===== config.mk =====
export PLATFORM = sky130hd
export DESIGN_NAME = rx_eq_scheduler
export DESIGN_NICKNAME = d
export VERILOG_FILES = /design/src/rtl/rx_eq_pkg.sv /design/src/rtl/rx_coef_bank.sv /design/src/rtl/rx_eq_scheduler.sv
export SDC_FILE = /design/constraint.sdc
export NUM_CORES = 2
export LEC_CHECK = 0
export ABC_AREA = 1
export CORE_ASPECT_RATIO = 1.75
export CORE_MARGIN = 2
export CORE_UTILIZATION = 40
export DETAILED_ROUTE_END_ITERATION = 16
export PLACE_DENSITY = 0.55
export SLEW_MARGIN = 20
export SYNTH_ARGS = -nofsm -noshare
export SYNTH_HDL_FRONTEND = slang
export SYNTH_SLANG_ARGS = --single-unit

===== constraint.sdc =====
create_clock -name clk -period 40 [get_ports clk]
set_input_delay 8 -clock clk [delete_from_list [all_inputs] [get_ports clk]]
set_output_delay 8 -clock clk [all_outputs]
set_load 0.02 [all_outputs]

===== src/rtl/rx_eq_pkg.sv =====
// Shared definitions for the receive equalizer: sizes, FSM states, default
// inverse-impulse-response coefficients and the Q1.15 multiply-truncate helper.
package rx_eq_pkg;

    localparam int TAPS = 31;
    localparam int W    = 16;
    localparam int FRAC = 15;
    localparam int AW   = 5;

    typedef enum logic [1:0] {
        IDLE = 2'd0,
        MAC  = 2'd1,
        DONE = 2'd2
    } state_e;

    localparam logic [W-1:0] COEF_DEFAULT [0:TAPS-1] = '{
        16'h0010, 16'hFFE8, 16'h0024, 16'hFFC8, 16'h0050, 16'hFF90, 16'h00A0, 16'hFF20,
        16'h0140, 16'hFE40, 16'h0280, 16'hFC80, 16'h0500, 16'hF800, 16'h1000, 16'h6000,
        16'h1000, 16'hF800, 16'h0500, 16'hFC80, 16'h0280, 16'hFE40, 16'h0140, 16'hFF20,
        16'h00A0, 16'hFF90, 16'h0050, 16'hFFC8, 16'h0024, 16'hFFE8, 16'h0010
    };

    // Full signed product, arithmetic shift back to Q1.15, keep the low W bits.
    function automatic logic [W-1:0] mac_term(input logic [W-1:0] sample,
                                              input logic [W-1:0] coef);
        logic signed [2*W-1:0] prod_s;
        prod_s = $signed(sample) * $signed(coef);
        prod_s = prod_s >>> FRAC;
        return prod_s[W-1:0];
    endfunction

endpackage


===== src/rtl/rx_coef_bank.sv =====
// Run-time writable coefficient register file: synchronous write, asynchronous
// read by tap index, reloaded with the default response on reset.
module rx_coef_bank
    import rx_eq_pkg::*;
(
    input  logic          clk,
    input  logic          reset,
    input  logic          we,
    input  logic [AW-1:0] waddr,
    input  logic [W-1:0]  wdata,
    input  logic [AW-1:0] raddr,
    output logic [W-1:0]  rdata
);

    logic [W-1:0] coef_r [TAPS];

    // Coefficient storage with default reload.
    always_ff @(posedge clk) begin
        if (reset) begin
            for (int k = 0; k < TAPS; k++) begin
                coef_r[k] <= COEF_DEFAULT[k];
            end
        end else if (we) begin
            coef_r[waddr] <= wdata;
        end
    end

    assign rdata = coef_r[raddr];

endmodule


===== src/rtl/rx_eq_scheduler.sv =====
// 31-tap equalizer sequencer sharing one multiplier and accumulator across all
// taps, with valid/ready on both sides and an IDLE-only coefficient write port.
module rx_eq_scheduler
    import rx_eq_pkg::*;
(
    input  logic          clk,
    input  logic          reset,
    input  logic          in_valid,
    output logic          in_ready,
    input  logic [W-1:0]  symb_in,
    output logic          out_valid,
    input  logic          out_ready,
    output logic [W-1:0]  symb_out,
    input  logic          coef_we,
    input  logic [AW-1:0] coef_addr,
    input  logic [W-1:0]  coef_wdata,
    output logic          busy
);

    state_e        state_r;
    state_e        state_next_s;
    logic [AW-1:0] tap_r;
    logic [W-1:0]  acc_r;
    logic [W-1:0]  dly_r [TAPS];
    logic [W-1:0]  coef_rd_s;
    logic [W-1:0]  term_s;
    logic [W-1:0]  acc_sum_s;
    logic          in_ready_s;
    logic          accept_s;
    logic          coef_we_s;
    logic          last_tap_s;
    logic          out_valid_r;
    logic [W-1:0]  symb_out_r;
    logic          busy_r;

    // A write in the same cycle as an accept lands before MAC reads tap 0.
    rx_coef_bank u_coef_bank (
        .clk   (clk),
        .reset (reset),
        .we    (coef_we_s),
        .waddr (coef_addr),
        .wdata (coef_wdata),
        .raddr (tap_r),
        .rdata (coef_rd_s)
    );

    assign last_tap_s = (tap_r == AW'(TAPS - 1));
    assign term_s     = mac_term(dly_r[tap_r], coef_rd_s);
    assign acc_sum_s  = acc_r + term_s;

    // FSM state register.
    always_ff @(posedge clk) begin
        if (reset) begin
            state_r <= IDLE;
        end else begin
            state_r <= state_next_s;
        end
    end

    // FSM next-state logic.
    always_comb begin
        state_next_s = state_r;
        case (state_r)
            IDLE: begin
                if (accept_s) state_next_s = MAC;
                else          state_next_s = IDLE;
            end
            MAC: begin
                if (last_tap_s) state_next_s = DONE;
                else            state_next_s = MAC;
            end
            DONE: begin
                if (accept_s)       state_next_s = MAC;
                else if (out_ready) state_next_s = IDLE;
                else                state_next_s = DONE;
            end
            default: state_next_s = IDLE;
        endcase
    end

    // FSM outputs: handshake and write qualification.
    always_comb begin
        in_ready_s = 1'b0;
        case (state_r)
            IDLE:    in_ready_s = 1'b1;
            DONE:    in_ready_s = out_ready;
            default: in_ready_s = 1'b0;
        endcase
        accept_s  = in_valid & in_ready_s;
        coef_we_s = coef_we & (state_r == IDLE) & (coef_addr < AW'(TAPS));
    end

    // Delay line, tap counter and accumulator.
    always_ff @(posedge clk) begin
        if (reset) begin
            tap_r <= '0;
            acc_r <= '0;
            for (int k = 0; k < TAPS; k++) begin
                dly_r[k] <= '0;
            end
        end else if (accept_s) begin
            dly_r[0] <= symb_in;
            for (int k = 1; k < TAPS; k++) begin
                dly_r[k] <= dly_r[k-1];
            end
            tap_r <= '0;
            acc_r <= '0;
        end else if (state_r == MAC) begin
            acc_r <= acc_sum_s;
            if (last_tap_s) tap_r <= '0;
            else            tap_r <= tap_r + 5'd1;
        end
    end

    // Registered result, valid flag and busy indication.
    always_ff @(posedge clk) begin
        if (reset) begin
            out_valid_r <= 1'b0;
            symb_out_r  <= '0;
            busy_r      <= 1'b0;
        end else begin
            busy_r <= (state_next_s != IDLE);
            if ((state_r == MAC) && last_tap_s) begin
                out_valid_r <= 1'b1;
                symb_out_r  <= acc_sum_s;
            end else if ((state_r == DONE) && out_ready) begin
                out_valid_r <= 1'b0;
            end
        end
    end

    assign in_ready  = in_ready_s;
    assign out_valid = out_valid_r;
    assign symb_out  = symb_out_r;
    assign busy      = busy_r;

endmodule


==> results.toml <==
[route]
drc = 0
wire_per_inst_microns = 19.8
drt_pre_antenna_iters = 5
ant_nets = 0
vias_per_cell = 5.20
drt_wl_total_microns = 158000
via_count = 41500
drt-initial-drc-count = 3028

[sta]
finalSetupViolations = 0
finalCriticalPeriod_ps = 17460
slew-limit-headroom_pct = 25.7
clock.fmax_ghz = 0.0573
skew_ps = 46.6
slew_violations = 0
rsz0062_at_grt = "no"
period_share_pct = 43.6
hold_viol = 0
setup_tns_ps = 0
worst_pin_slew_ps = 1110

[synth]
synthDominantCellAreaShare_pct = 52.1
synth_flop_cell = "edfxtp_1"
synth_cells = 6157
seq_area_frac_synth_pct = 53.7
ys_seq_elements = 1054
synth_edf_count = 1008
yosysWarnings = 0
syn_area_per_cell_sq_um = 9.43
yosys.area.top_type = "edfxtp_1"
synth.area.top_cells = "edfxtp_1, fa_1, nor2_1, inv_1, nand2_1"
synth_cell_type_count = 52
mappedNetlistArea_sq_um = 58100
synth_common_cells = "nor2_1, edfxtp_1, inv_1"
synth-async-reset-ratio_pct = 0
yosysMostFrequentCell = "nor2_1"

[pwr]
leakage_nw = 25.3
vdd_drop_max_mv = 0.128
power.total_mw = 4.86
powerDensity_nw_per_um2 = 77.1

[setup_path]
critical_path_arrival_ps = 9460
cpMostUsedCell = "clkdlybuf4s50_1"
cp_data_required_time_ps = 32000
end_kind = "primary output"
crit_path_cell_trace = "clkdlybuf4s50_1, nand2_1, o21ai_0, clkdlybuf4s50_1"
r2r_end = "acc_r[12]"
cpPeakStageDelay_ps = 710
reg2regPathDepth = 42
path_class = "input port to primary output"
setup.worst_path.start_class = "input port"
cp_slowest_cell = "clkdlybuf4s50_1"
r2r_slack_ps = 27500
path_max_fanout = 3

[global_route]
track_usage_pct = 21.4
globalRoute.totalOverflow = 0
grt_max_degree = 200
antenna_found_initial = 1
grt_pass1_vias = 42500
grt_pass1_wl_microns = 245000

[worst_hold_path]
hold_path_end = "symb_out[1]"
hold_start = "symb_out[1]"
min_path_cells = 2
hp-class = "flip-flop to flip-flop"

[finish]
fin_cells = 7988
area_growth_syn_to_layout_pct = 8.66
n_fill_cell = 14100
layout.nets = 6427
layout-drive-gt1-share_pct = 4.35
multi_input_area_sq_um = 21500
seq_area_sq_um = 31200

[clock_tree]
cts_made_buffers = 103
cts_hold_buffers = 0
cts.repair.resized = 0
htreeDepth = 3
cts_sinks = 1054
clkTransAtPathRegs_ps = 60
clkLatencyLatePin_ps = 730
cts_setup_buffers = 0
clockRootBuffer = "clkbuf_16"
cts_buffer_depth = 3
cts_tree = "yes"

[floorplan]
fp.dieArea_sq_um = 148000
chipHeight_microns = 508
start_util_pct = 40.1
fp.dieW_microns = 292
core-area_sq_um = 145000
fp-row-count = 185
ios = 61

[place]
io_buffers = 60
dp.final_hpwl_microns = 101000
gp_congestion = 0.900
placed_cells = 7798

[run_status]
status = "complete, no violations"

[run]
drv_cap = 0
## stage by stage
step	area (sq um)	hold WS, ps	utilization (%)	worst slack, ps
2_1_floorplan	58100	445	-	16740
4_1_cts	63100	466	43.6	22540
6_report	63100	463	43.6	22540
3_3_place_gp	59900	454	41.4	22510
3_5_place_dp	59900	456	41.4	22540
5_1_grt	63100	499	43.6	22460
## critical path, delay by kind of cell
family	cells	cell delay, ps
AOI/OAI and AO/OA	1	200
and+or+nand+nor	1	70
buffers and inverters	2	1190
## sequential cells by signal (all words and copies together), names as in the netlist, named ones only
name,count
out_valid,1
u_coef_bank.coef_r,512
state_r,2
acc_r,16
symb_out,16
dly_r,496
tap_r,5
busy,1
## worst max path at each step
stage / endpoint / depth (start not counted) / start / slack (ps)
3_3_place_gp: in_ready / 4 / out_ready / 22510
3_5_place_dp: in_ready / 4 / out_ready / 22540
5_1_grt: in_ready / 4 / out_ready / 22460
6_report: in_ready / 4 / out_ready / 22540
4_1_cts: in_ready / 4 / out_ready / 22540
2_1_floorplan: dly_r[0][0] / 5 / out_ready / 16740
## kinds of logic (layout without fill, tap and decap cells)
| kind of cell | after synthesis | after routing | share of synthesized area [%] |
|---|---|---|---|
| other | 1 | 17 | 0.00646 |
| buffers and inverters | 1342 | 1287 | 9.38 |
| adder cells (fa/ha/maj) | 352 | 352 | 10.9 |
| XOR/XNOR | 35 | 35 | 0.528 |
| AND/OR/NAND/NOR | 2452 | 2452 | 16.6 |
| AO/OA/AOI/OAI | 921 | 921 | 8.84 |
| flip-flops | 1054 | 1054 | 53.7 |
## cell type report
| type | instances | area share [%] |
|---|---|---|
| sequential | 1054 | 49.5 |
| clock buffer | 126 | 4.26 |
| timing repair buffer | 128 | 1.84 |
| antenna | 1 | 0.00397 |
| inverter | 970 | 5.82 |
| tap | 1870 | 3.71 |
| multi-input combinational | 3776 | 34.1 |
| clock inverter | 63 | 0.823 |
## layout by cell type (no fill, tap or decap), types with 7 or more instances in the layout
master           netlist  final
a21o_1                 7      7
a21oi_1              270    270
a31oi_1               11     11
buf_4                 24     64
clkbuf_1             191     22
clkbuf_16              0    104
clkdlybuf4s50_1        0     59
clkinv_1               7     36
clkinv_2               0     17
conb_1                 1     16
dfxtp_1               46     41
edfxtp_1            1008   1008
fa_1                 256    256
ha_1                  96     96
inv_1                947    938
inv_2                 14     21
nand2_1              830    829
nand3_1              293    292
nor2_1              1292   1292
nor3_1                18     18
o211ai_1              13     13
o21ai_0              462    462
o21ai_1               32     31
o21ai_2               11     12
o221ai_1              64     64
o22ai_1               24     24
xnor2_1               14     14
xor2_1                21     21
## per-layer routing
layer  track usage (%)  share of wire (%)  routed length [microns]  up-vias
met5                 0                  0                        0        -
met1              22.9                 37                    58200    20600
met2              40.5                 53                    84500      983
met4              12.7                6.4                    10100        0
li1                  -                  -                        -    19600
met3              2.22                3.5                     5570      328
## where the power goes
group | switching [mW] | internal, mW | total (mW)
Combinational | 1.68 | 0.923 | 2.60
Clock | 0.442 | 0.513 | 0.955
Sequential | 0.0258 | 1.28 | 1.31
Note: power is estimated with default switching activity, not from simulation.
